$ cat src/rtl/cdp1802_pkg.sv
// +----------------------------------------------------------------------+
// | cdp1802_pkg : boot loader state encoding and host frame field order  |
// | Revision    : 1.0                                                    |
// +----------------------------------------------------------------------+
`default_nettype none

package cdp1802_pkg;

   typedef enum logic [3:0] {
      ST_AH      = 4'd0,
      ST_AL      = 4'd1,
      ST_LH      = 4'd2,
      ST_LL      = 4'd3,
      ST_DATA    = 4'd4,
      ST_CSUM    = 4'd5,
      ST_RELEASE = 4'd6,
      ST_RUN     = 4'd7,
      ST_ERROR   = 4'd8
   } boot_state_t;

   // Byte offsets of the header fields; data follows, then one checksum byte.
   localparam int FRAME_ADDR_HI   = 0;
   localparam int FRAME_ADDR_LO   = 1;
   localparam int FRAME_LEN_HI    = 2;
   localparam int FRAME_LEN_LO    = 3;
   localparam int FRAME_HDR_BYTES = 4;

   // Checksum byte that makes (sum of data + csum) mod 256 equal zero.
   function automatic logic [7:0] frame_csum(input logic [7:0] data_sum);
      return 8'h00 - data_sum;
   endfunction

endpackage

`default_nettype wire

$ cat src/rtl/cdp1802_boot_loader.sv
// +----------------------------------------------------------------------+
// | cdp1802_boot_loader : loads a framed image into core RAM, verifies   |
// | its checksum, then releases the core and hands it the RAM port.      |
// | Revision            : 1.0                                            |
// +----------------------------------------------------------------------+
`default_nettype none

module cdp1802_boot_loader
   import cdp1802_pkg::*;
#(
   parameter int unsigned RESET_HOLD = 4
) (
   input  logic        clock,
   input  logic        reset,
   input  logic        in_valid,
   output logic        in_ready,
   input  logic [7:0]  in_data,
   input  logic        reload,
   output logic        cpu_resetq,
   input  logic        cpu_ram_rd,
   input  logic        cpu_ram_wr,
   input  logic [15:0] cpu_ram_a,
   input  logic [7:0]  cpu_ram_d,
   output logic        ram_rd,
   output logic        ram_wr,
   output logic [15:0] ram_a,
   output logic [7:0]  ram_d,
   output logic        busy,
   output logic        done,
   output logic        err
);

   localparam logic [7:0] HOLD_LAST = 8'(RESET_HOLD - 1);

   boot_state_t state_q;
   logic [15:0] addr_q;
   logic [15:0] len_q;
   logic [7:0]  csum_q;
   logic [7:0]  hold_q;
   logic        wr_q;
   logic [15:0] wr_a_q;
   logic [7:0]  wr_d_q;
   logic        cpu_resetq_q;
   logic        done_q;
   logic        err_q;

   logic        w_rx_state;
   logic        w_xfer;
   logic        w_run;
   logic [15:0] w_len_full;
   logic [7:0]  w_csum_total;

   assign w_rx_state   = (state_q == ST_AH)   || (state_q == ST_AL) ||
                         (state_q == ST_LH)   || (state_q == ST_LL) ||
                         (state_q == ST_DATA) || (state_q == ST_CSUM);
   // A byte offered alongside reload must not look consumed to the host.
   assign in_ready     = w_rx_state & ~reset & ~reload;
   assign busy         = w_rx_state & ~reset;
   assign w_xfer       = in_valid & in_ready;
   assign w_run        = (state_q == ST_RUN);
   assign w_len_full   = {len_q[15:8], in_data};
   assign w_csum_total = csum_q + in_data;

   assign ram_rd     = w_run ? cpu_ram_rd : 1'b0;
   assign ram_wr     = w_run ? cpu_ram_wr : wr_q;
   assign ram_a      = w_run ? cpu_ram_a  : wr_a_q;
   assign ram_d      = w_run ? cpu_ram_d  : wr_d_q;
   assign cpu_resetq = cpu_resetq_q;
   assign done       = done_q;
   assign err        = err_q;

   always_ff @(posedge clock) begin
      if (reset) begin
         state_q      <= ST_AH;
         addr_q       <= 16'h0000;
         len_q        <= 16'h0000;
         csum_q       <= 8'h00;
         hold_q       <= 8'h00;
         wr_q         <= 1'b0;
         wr_a_q       <= 16'h0000;
         wr_d_q       <= 8'h00;
         cpu_resetq_q <= 1'b0;
         done_q       <= 1'b0;
         err_q        <= 1'b0;
      end else if (reload) begin
         state_q      <= ST_AH;
         wr_q         <= 1'b0;
         cpu_resetq_q <= 1'b0;
         done_q       <= 1'b0;
         err_q        <= 1'b0;
      end else begin
         wr_q <= 1'b0;
         case (state_q)
            ST_AH: if (w_xfer) begin
               addr_q[15:8] <= in_data;
               csum_q       <= 8'h00;
               state_q      <= ST_AL;
            end
            ST_AL: if (w_xfer) begin
               addr_q[7:0] <= in_data;
               state_q     <= ST_LH;
            end
            ST_LH: if (w_xfer) begin
               len_q[15:8] <= in_data;
               state_q     <= ST_LL;
            end
            ST_LL: if (w_xfer) begin
               len_q[7:0] <= in_data;
               state_q    <= (w_len_full == 16'h0000) ? ST_CSUM : ST_DATA;
            end
            // len_q counts remaining bytes, so a full 65535-byte frame never overflows it.
            ST_DATA: if (w_xfer) begin
               wr_q   <= 1'b1;
               wr_a_q <= addr_q;
               wr_d_q <= in_data;
               addr_q <= addr_q + 16'd1;
               csum_q <= w_csum_total;
               len_q  <= len_q - 16'd1;
               if (len_q == 16'd1) begin
                  state_q <= ST_CSUM;
               end
            end
            ST_CSUM: if (w_xfer) begin
               if (w_csum_total == 8'h00) begin
                  state_q <= ST_RELEASE;
                  done_q  <= 1'b1;
                  hold_q  <= 8'h00;
               end else begin
                  state_q <= ST_ERROR;
                  err_q   <= 1'b1;
               end
            end
            ST_RELEASE: begin
               if (hold_q == HOLD_LAST) begin
                  state_q      <= ST_RUN;
                  cpu_resetq_q <= 1'b1;
               end else begin
                  hold_q <= hold_q + 8'd1;
               end
            end
            ST_RUN, ST_ERROR: begin
            end
            default: state_q <= ST_AH;
         endcase
      end
   end

endmodule

`default_nettype wire

$ cat config.mk
export PLATFORM = sky130hd
export DESIGN_NAME = cdp1802_boot_loader
export DESIGN_NICKNAME = d
export VERILOG_FILES = /design/src/rtl/cdp1802_pkg.sv /design/src/rtl/cdp1802_boot_loader.sv
export SDC_FILE = /design/constraint.sdc
export NUM_CORES = 1
export LEC_CHECK = 0
export CAP_MARGIN = 20
export CORE_MARGIN = 2
export CORE_UTILIZATION = 31
export CTS_BUF_LIST = sky130_fd_sc_hd__clkbuf_16
export DETAILED_ROUTE_END_ITERATION = 8
export GPL_ROUTABILITY_DRIVEN = 0
export GPL_TIMING_DRIVEN = 0
export PLACE_DENSITY_LB_ADDON = 0.08
export REMOVE_ABC_BUFFERS = 1
export SYNTH_ARGS = -nofsm -noshare
export SYNTH_HDL_FRONTEND = slang
export SYNTH_SLANG_ARGS = --single-unit
$ cat constraint.sdc
create_clock -name clock -period 3.2 [get_ports clock]
set_clock_uncertainty 0.1 [all_clocks]
set_input_delay 0.8 -clock clock [delete_from_list [all_inputs] [get_ports clock]]
set_output_delay 0.8 -clock clock [all_outputs]
set_load 0.01 [all_outputs]
Yosys cells after proc, flatten, opt, wreduce, memory -nomap -nowiden
Index checks and enable logic that the tools add are counted.
{"block": "word_totals", "register_bits": 80, "input_bits": 38, "output_inout_bits": 31, "elab_cells": 101}
{"block": "classes", "n_addsub": 4, "eq_ne": 20, "mux": 30, "bitwise_logic": 8, "n_reduce_logical": 26}
{"operator": "8-bit case mux with 2 select lines", "count": 6}
{"operator": "8-bit 2-to-1 mux", "count": 7}
{"operator": "16-bit 2-to-1 mux", "count": 3}
{"operator": "4-bit 2-to-1 mux", "count": 9}
{"operator": "4-bit case mux with 8 select lines", "count": 1}
{"operator": "16-bit by 1-bit adder with 16-bit output (second input constant)", "count": 1}
{"operator": "16-bit by 1-bit equality test with 1-bit output (second input constant)", "count": 1}
{"operator": "4-bit by 3-bit equality test with 1-bit output (second input constant)", "count": 4}
{"operator": "16-bit zero test", "count": 1}
{"operator": "2-bit inequality test (second input constant)", "count": 8}
{"operator": "4-bit AND reduction", "count": 4}
{"operator": "16-bit by 1-bit subtractor with 16-bit output (second input constant)", "count": 1}
{"operator": "2-bit nonzero test", "count": 5}
{"operator": "3-bit AND reduction", "count": 3}
{"operator": "9-bit AND reduction", "count": 1}
{"operator": "8-bit by 1-bit adder with 8-bit output (second input constant)", "count": 1}
{"operator": "8-bit adder", "count": 1}
{"operator": "4-bit by 2-bit equality test with 1-bit output (second input constant)", "count": 2}
{"operator": "8-bit by 2-bit equality test with 1-bit output (second input constant)", "count": 1}
{"operator": "8-bit zero test", "count": 1}
{"operator": "1-bit logical OR", "count": 5}
{"operator": "1-bit NOT", "count": 5}
{"operator": "5-bit AND reduction", "count": 1}
{"operator": "4-bit by 1-bit equality test with 1-bit output (second input constant)", "count": 1}
{"operator": "8 further kinds", "count": 15}

Logic depth before layout (Yosys ltp)
Gate-level depths: netlist of run 1.
{"block": "logic_depth", "word_depth": 11, "depth_mapped": 9, "ltp_nobuf": 8}

Worst setup path before layout of run 1
No wires, ideal clock.
{"block": "synth_timing", "kind": "input port to flip-flop", "startpoint": "input port in_data[0]", "endpoint": "register hold_q[1]", "setup_ps": 117, "t_arrival_ps": 2782, "t_required_ps": 2983, "path_slack_ps": 201, "cell_stages": 8, "path_buffers": 0, "cell_sequence": "ha_1 -> fa_1 -> a211o_1 -> a21oi_1 -> o221ai_1 -> a21o_1 -> o31a_1 -> a32o_2"}
{"block": "synth_via", "elab_chain_cells": 4}
{"item": "start, declared", "line": "cdp1802_boot_loader.sv:17", "source": "input logic [7:0] in_data,"}
{"item": "8-bit adder", "line": "cdp1802_boot_loader.sv:62", "source": "assign w_csum_total = csum_q + in_data;"}
{"item": "8-bit zero test", "line": "cdp1802_boot_loader.sv:124", "source": "if (w_csum_total == 8'h00) begin"}
{"item": "2-bit by 1-bit inequality test with 1-bit output (no source line)"}
{"item": "5-bit AND reduction (no source line)"}
{"item": "end signal, assigned", "line": "cdp1802_boot_loader.sv:138", "source": "hold_q <= hold_q + 8'd1;"}
{"item": "end, declared", "line": "cdp1802_boot_loader.sv:39", "source": "logic [7:0] hold_q;"}
No other way between the ends.
A chain may end at the register's enable or synchronous reset.

Final worst setup path of run 1
{"block": "layout_timing", "startpoint": "input port in_data[1]", "endpoint": "register hold_q[1]"}
The elaborated chain is that of the path after synthesis.

==> metrics.cfg, run 1 <==
[status]
status = finished, final reports clean

[worst_setup_path]
worstPathMaxFanout = 5
worstReg2RegStart = csum_q[0]$_SDFFE_PP0P_
required_worst_endpoint_ns = 3.34
worst_r2r_endpoint = hold_q[1]$_SDFFE_PP0P_
setup.reg_to_reg.worst_slack_ns = 0.56
path_class = input port to register
crit_chain = dlygate4sd2_1 > ha_1 > a211oi_4 > nor4b_2 > or3_4 > a21o_2 > o31a_1 > a32o_2
cpLargestDelayFamily = compound AO/OA/AOI/OAI gates
critical_path.startpoint_type = input port
highest_delay_cell_along_the_critical_path = sky130_fd_sc_hd__or3_4
critPathMaxStageDelay_ns = 0.39
critical_path.n_buffers_inverters = 1
worst-endpoint-arrival_ns = 3.22
r2r.worst_path.cells = 8
worst_setup_path_end_kind = register

[job]
max-cap-violations = 0

[global_route]
groute.layer.met2.usage_pct = 29.6
grt.met3_usage_pct = 3.44
grt_antenna_before_repair = 0
first_global_vias = 4273
grt_first_pass_wirelength_um = 22200
global_route.usage.total_pct = 17.3
globalRouteMet1Util_pct = 22.3
grt_remaining_overflow = 0
grt.busiest_layer = met2
maximum_number_of_pins_on_one_net_before_global_route_repair = 74

[cells_and_area]
share_of_final_layout_standard_cells_stronger_than_drive_strength_1_pct = 13.5
num-fill-cells = 1514
area.sequential_um2 = 1600
final_core_util_pct = 40.3
layoutNonFillerInstCount = 830
finish.net_count = 691
antenna-diode-count = 0
area_of_the_multi_input_gates_um2 = 2890
synthToLayoutAreaGrowth_pct = 27.1

[synthesis]
ys_dominant_reg_cell = sky130_fd_sc_hd__dfxtp_1
synthCells = 593
post-synth-top-area-fraction_pct = 34.9
netlist.top_cell.by_area = sky130_fd_sc_hd__dfxtp_1
fraction_of_synthesis_flops_using_an_asynchronous_set_or_reset_pin_pct = 0
synth_area_leaders = sky130_fd_sc_hd__dfxtp_1 35%, sky130_fd_sc_hd__nand2_1 7.6%, sky130_fd_sc_hd__a21oi_1 7.2%, sky130_fd_sc_hd__mux2_2 6.1%, sky130_fd_sc_hd__nor2_1 4.7%
syn_warnings = 0
post_synthesis_sequential_element_count = 80
number_of_flops_mapped_to_enable_cells_by_yosys = 0
ys_seq_area_share_pct = 34.9
post_synth_num_cell_types = 67
post_synth.cell_area_avg_um2 = 7.74
synth.cell_area_um2 = 4590

[timing]
setup-violations-final = 0
sum_neg_setup_slack_ns = 0
layout_setup_ws_ns = 0.114
achievable-frequency_mhz = 324
min_period_over_period_pct = 96.4
slew_viol_final = 0
layout_min_cycle_time_ns = 3.09
max-slew-margin-rel_pct = 32.0
timing.final.hold_violations = 0
worst-slew-pin-transition_ns = 1.01
setup_repair_after_global_routing_missed_its_margin = false

[clocking]
tritoncts.num_buffers = 9
clock_tree_buf_depth = 2
root_buffer = sky130_fd_sc_hd__clkbuf_16
clk_pin_slew_worst_paths_ns = 0.06
worst_skew_pair.late_latency_ns = 0.34
tritoncts_num_sinks = 80
clock_tree.htree_level_count = 3
cts_tree = yes

[min_path]
min_path_cells = 2
hold_end = err$_SDFFE_PP0P_
hold_path.startpoint = err$_SDFFE_PP0P_
hold_path_class = register to register

[power]
p_int_w = 0.00183
power_frac_comb_pct = 6.7
power_frac_clock_pct = 50.1
switching_share_pct = 21.8
power.static_leakage_nw = 1.97
share_seq_of_total_power_pct = 43.2
p_switching_w = 0.000510
power_density_nw_per_um2 = 401
highest_ir_drop_seen_on_vdd_mv = 0.276

[detailed_routing]
detail_route.wl_per_cell_um = 16.2
ant_nets = 0
1st_iter_drt_viols = 259
route.vias.total = 4477
drcViolationCount = 0
route.detailed.vias_per_inst = 5.39
detail_route.wirelength_um = 13500
dr.pass1.iters = 4

[floorplanning]
floorplan.initialDensity_pct = 31.7
core-area_um2 = 14500
overall_die_width_um = 126
placementRows = 44
io-pin-count = 69
floorplan.die_area_um2 = 15800
die_height_um = 126

[placed_design]
dpl.cell_count = 812
dp_hpwl_um = 9250
port-buffer-count = 68
dp_worst_setup_slack_ns = -1.10

-- layer usage --
layer  up-vias  share of wire (%)
li1       2254                  -
met1      2129                 47
met2        83                 49
met3        11                3.5
met4         0                1.1
met5         -                  0
-- placed cells by master, fill, tap and decap left out, types with 7 or more instances in the layout --
| cell | n |
|---|---|
| sky130_fd_sc_hd__a21oi_1 | 65 |
| sky130_fd_sc_hd__nor3_1 | 11 |
| sky130_fd_sc_hd__nor2b_1 | 9 |
| sky130_fd_sc_hd__a22oi_1 | 12 |
| sky130_fd_sc_hd__ha_1 | 7 |
| sky130_fd_sc_hd__mux2_2 | 25 |
| sky130_fd_sc_hd__nand2_1 | 92 |
| sky130_fd_sc_hd__dfxtp_1 | 78 |
| sky130_fd_sc_hd__a31oi_1 | 7 |
| sky130_fd_sc_hd__nand3_1 | 18 |
| sky130_fd_sc_hd__clkbuf_16 | 9 |
| sky130_fd_sc_hd__or2_2 | 7 |
| sky130_fd_sc_hd__inv_1 | 10 |
| sky130_fd_sc_hd__a211oi_1 | 7 |
| sky130_fd_sc_hd__nor2_1 | 57 |
| sky130_fd_sc_hd__clkdlybuf4s50_1 | 60 |
| sky130_fd_sc_hd__o21ai_0 | 42 |
| sky130_fd_sc_hd__o22ai_1 | 8 |
-- repair_timing --
item | in CTS | in global routing
hold buffers | 0 | 0
endpoints found under the hold margin | 0 | 0
gates resized for setup | 22 | 14
setup buffers | 0 | 0
gates cloned | 1 | 0
endpoints found under the setup margin | 72 | 59
-- synth_stat cells, drive strengths merged (5+ instances only) --
cell type   n
mux2       25
nor2       58
a31oi       7
inv        11
a211oi      8
a21oi      66
dfxtp      80
nor2b      10
o31ai       5
nor4        5
a22oi      12
clkbuf     23
or3         8
nand4       5
nand3      19
nand2      93
o21ai      46
nor3       13
or2         8
o22ai       8
buf        12
ha         11
-- power groups by stage --
stage	clock (W)	combinational, W	sequential (W)
global route	0.00125	0.000170	0.00101
floorplan	0	0.0000595	0.00103
global placement	0	0.000153	0.00103
finish	0.00117	0.000156	0.00101
CTS	0.00121	0.000154	0.00101
detailed placement	0	0.000153	0.00103
-- worst max-delay path by stage --
stage	slack (ns)	end	depth (start not counted)	startpoint
final	0.11	hold_q[1]$_SDFFE_PP0P_	8	in_data[1]
after floorplan	0.20	hold_q[1]$_SDFFE_PP0P_	8	in_data[0]
after CTS	0.004	hold_q[1]$_SDFFE_PP0P_	9	in_data[0]
after detailed placement	-1.10	csum_q[7]$_SDFFE_PP0P_	7	reset
after global placement	-3.35	csum_q[7]$_SDFFE_PP0P_	7	reset
after global routing	0.0009	hold_q[1]$_SDFFE_PP0P_	8	in_data[6]
-- stage by stage --
stage | power (W) | instance area [um2] | hold slack [ns]
after floorplan | 0.00109 | 4450 | 0.327
after detailed placement | 0.00118 | 5400 | 0.344
final | 0.00234 | 5830 | 0.348
after global routing | 0.00243 | 5830 | 0.376
after CTS | 0.00238 | 5790 | 0.354
after global placement | 0.00118 | 5360 | 0.336
-- logic make-up (layout without fill, tap and decap cells) --
| group | after synthesis | count (layout) | share of synthesized area [%] |
|---|---|---|---|
| AOI/OAI and AO/OA | 187 | 187 | 25.5 |
| adders and majority gates | 12 | 12 | 3.43 |
| muxes | 25 | 25 | 6.13 |
| and+or+nand+nor | 241 | 241 | 25.6 |
| DFF | 80 | 80 | 34.9 |
| buffers and inverters | 46 | 99 | 4.03 |
| xor gates and xnor gates | 2 | 2 | 0.382 |
-- tightest hold or removal path: stages (launching register included) --
cell and delay, ns:
sky130_fd_sc_hd__dfxtp_1 0.31, sky130_fd_sc_hd__inv_1 0.05, sky130_fd_sc_hd__a21oi_1 0.05
-- state kept, by name, indices dropped and copies added (netlist names) --
signal and flops:
addr_q 16, cpu_resetq 1, csum_q 8, done 1
err 1, hold_q 8, len_q 16, state_q 4
wr_a_q 16, wr_d_q 8, wr_q 1
-- final cells by class --
type	instances	area share, %
Multi-Input combinational cell	467	49.6
Sequential cell	80	27.5
Timing Repair Buffer	71	12.3
Tap cell	184	3.95
Clock buffer	9	3.86
Clock inverter	7	1.89
Inverter	11	0.772
Timing Repair inverter	1	0.129
(Power assumes the default switching activity.)
==> run 2: changes to the inputs <==
--- a/config.mk
+++ b/config.mk
@@ -14,6 +14,7 @@
 export GPL_TIMING_DRIVEN = 0
 export PLACE_DENSITY_LB_ADDON = 0.08
 export REMOVE_ABC_BUFFERS = 1
+export SETUP_SLACK_MARGIN = 0.5
 export SYNTH_ARGS = -nofsm -noshare
 export SYNTH_HDL_FRONTEND = slang
 export SYNTH_SLANG_ARGS = --single-unit
==> metrics.cfg, run 2 (synthesized netlist as in run 1, its figures left out) <==
[clocking]
tritoncts.num_buffers = 9  ; unchanged
clk_pin_slew_worst_paths_ns = 0.06  ; about the same
clock_tree.htree_level_count = 3  ; unchanged
worst_skew_pair.late_latency_ns = 0.35  ; about the same
cts_tree = yes
tritoncts_num_sinks = 80  ; unchanged
root_buffer = sky130_fd_sc_hd__clkbuf_16
clock_tree_buf_depth = 2  ; unchanged

[worst_setup_path]
cp_num_cells = 7  ; -1
required_worst_endpoint_ns = 2.30  ; -1.04 ns
worst-endpoint-arrival_ns = 1.89  ; -1.33 ns
cpLargestDelayFamily = buffers and inverters
r2r.worst_path.cells = 9  ; +1
worstReg2RegStart = csum_q[0]$_SDFFE_PP0P_
crit_chain = nor2b_4 > nand3_4 > buf_4 > buf_6 > buf_4 > mux2_2 > clkdlybuf4s15_2
worst_r2r_endpoint = hold_q[4]$_SDFFE_PP0P_
critical_path.n_buffers_inverters = 4  ; +3
path_class = register to output pin
critPathMaxStageDelay_ns = 0.35  ; -0.04 ns
critical_path.startpoint_type = register
top_cell_by_count_worst_path = sky130_fd_sc_hd__buf_4
setup.reg_to_reg.worst_slack_ns = 0.64  ; +0.08 ns
worst_setup_path_end_kind = output pin
worstPathMaxFanout = 4  ; -1
highest_delay_cell_along_the_critical_path = sky130_fd_sc_hd__dfxtp_4

[cells_and_area]
synthToLayoutAreaGrowth_pct = 36.6
mostFrequentLayoutCells = 92 x sky130_fd_sc_hd__nand2_1, 76 x sky130_fd_sc_hd__dfxtp_1, 65 x sky130_fd_sc_hd__a21oi_1, 57 x sky130_fd_sc_hd__nor2_1, 41 x sky130_fd_sc_hd__o21ai_0
reg_top3 = addr_q (16), len_q (16), wr_a_q (16)
num-fill-cells = 1472  ; -2.8%
most_common_cell_after_layout_fill_and_taps_aside = sky130_fd_sc_hd__nand2_1
finish.net_count = 719  ; +4.1%
share_of_final_layout_standard_cells_stronger_than_drive_strength_1_pct = 21.2  ; +7.7 points
final_core_util_pct = 43.3  ; +3.0 points
antenna-diode-count = 0  ; unchanged

[timing]
max-slew-margin-rel_pct = 34.9  ; +3.0 points
setup_repair_after_global_routing_missed_its_margin = true
timing.final.hold_violations = 0  ; unchanged
slew_viol_final = 0  ; unchanged
sum_neg_setup_slack_ns = 0  ; unchanged
achievable-frequency_mhz = 359  ; +11%
min_period_over_period_pct = 87.1  ; -9.4 points
worst-slew-pin-transition_ns = 0.973  ; -0.0414 ns
layout_min_cycle_time_ns = 2.79  ; -0.300 ns
setup-violations-final = 0  ; unchanged

[detailed_routing]
route.detailed.vias_per_inst = 5.36  ; -0.56%
drcViolationCount = 0  ; unchanged
ant_nets = 0  ; unchanged
route.vias.total = 4602  ; +2.8%
dr.pass1.iters = 4  ; unchanged
detail_route.wirelength_um = 14300  ; +6.1%
detail_route.wl_per_cell_um = 16.7  ; +2.6%
1st_iter_drt_viols = 260  ; +0.39%

[power]
switching_share_pct = 22.4  ; +0.53 points
power_frac_clock_pct = 49.9  ; -0.2 points
power_density_nw_per_um2 = 379  ; -5.4%
highest_ir_drop_seen_on_vdd_mv = 0.286  ; +3.9%
power.static_leakage_nw = 2.31  ; +17%
power_frac_comb_pct = 7.8  ; +1.1 points
p_switching_w = 0.000532  ; +4.1%
share_seq_of_total_power_pct = 42.4  ; -0.8 points
p_int_w = 0.00185  ; +0.96%

[floorplanning]
io-pin-count = 69  ; unchanged
floorplan.die_area_um2 = 15800  ; unchanged
floorplan.initialDensity_pct = 31.7  ; unchanged
placementRows = 44  ; unchanged
core-area_um2 = 14500  ; unchanged
die_height_um = 126  ; unchanged
overall_die_width_um = 126  ; unchanged

[placed_design]
port-buffer-count = 68  ; unchanged
dp_hpwl_um = 9250  ; unchanged

[min_path]
hold_path.startpoint = err$_SDFFE_PP0P_
hold_end = err$_SDFFE_PP0P_
hold_path_class = register to register
min_path_cells = 2  ; unchanged

[global_route]
grt_remaining_overflow = 0  ; unchanged
maximum_number_of_pins_on_one_net_before_global_route_repair = 38  ; -49%
grt_antenna_before_repair = 0  ; unchanged
first_global_vias = 4391  ; +2.8%
global_route.usage.total_pct = 18.4  ; +1.0 points
grt_first_pass_wirelength_um = 23400  ; +5.4%

[job]
max-cap-violations = 0  ; unchanged

[status]
status = finished, final reports clean

run 2: through the flow:
stage / cell area, um2 / worst slack [ns] / hold slack, ns / instances / power, W
final: 6270 / 0.414 / 0.349 / 858 / 0.00238
after global routing: 6270 / 0.357 / 0.376 / 858 / 0.00246
after global placement: 5360 / -3.35 / 0.336 / 810 / 0.00118
after detailed placement: 5400 / -1.10 / 0.344 / 812 / 0.00118
after CTS: 6210 / 0.262 / 0.354 / 850 / 0.00240
after floorplan: 4450 / 0.201 / 0.327 / 558 / 0.00109
run 2: area by class of cell:
type / instances / area (um2) / area share, %
flip-flops and latches: 80 / 1610 / 25.7
clock inverters: 7 / 110 / 1.76
repair buffers: 99 / 993 / 15.8
repair inverters: 1 / 7.51 / 0.120
multi-input cells: 467 / 3050 / 48.6
well taps: 184 / 230 / 3.67
clock buffers: 9 / 225 / 3.59
inverters: 11 / 45.0 / 0.718
run 2: power by group through the flow:
stage | registers [W] | clock network (W) | logic (W)
global route | 0.00101 | 0.00125 | 0.000200
detailed placement | 0.00103 | 0 | 0.000153
floorplan | 0.00103 | 0 | 0.0000595
CTS | 0.00101 | 0.00121 | 0.000182
global placement | 0.00103 | 0 | 0.000153
finish | 0.00101 | 0.00119 | 0.000185
run 2: timing repair:
action	CTS	global route
hold buffers	0	0
setup buffers	18	8
resized for setup	127	29
cloned	4	0
endpoints found under the hold margin	0	0
setup endpoints to repair	88	51
pin swaps	16	13
run 2: how the worst max path moves through the flow:
stage                             from                     end
6_report       state_q[0]$_SDFFE_PP0P_                ram_d[7]
5_1_grt                     in_data[0]  hold_q[4]$_SDFFE_PP0P_
4_1_cts        state_q[0]$_SDFFE_PP0P_                ram_d[4]
3_5_place_dp                     reset  csum_q[7]$_SDFFE_PP0P_
3_3_place_gp                     reset  csum_q[7]$_SDFFE_PP0P_
2_1_floorplan               in_data[0]  hold_q[1]$_SDFFE_PP0P_
run 2: worst reg2reg max path: stages, from the launching register on:
cell and delay (ns):
sky130_fd_sc_hd__dfxtp_1 0.33, sky130_fd_sc_hd__ha_4 0.17, sky130_fd_sc_hd__fa_2 0.35, sky130_fd_sc_hd__a211o_1 0.32
sky130_fd_sc_hd__nand4_1 0.14, sky130_fd_sc_hd__o311ai_4 0.11, sky130_fd_sc_hd__or2_4 0.30, sky130_fd_sc_hd__buf_12 0.14
sky130_fd_sc_hd__o31ai_4 0.35, sky130_fd_sc_hd__a31oi_1 0.12
run 2: routing by layer:
layer | vias to the layer above | global-route usage, % | wire length, um
li1 | 2318 | - | -
met1 | 2191 | 24.2 | 6630
met2 | 81 | 30.9 | 6970
met3 | 12 | 3.44 | 575
met4 | 0 | 4.90 | 120
met5 | - | 0 | 0
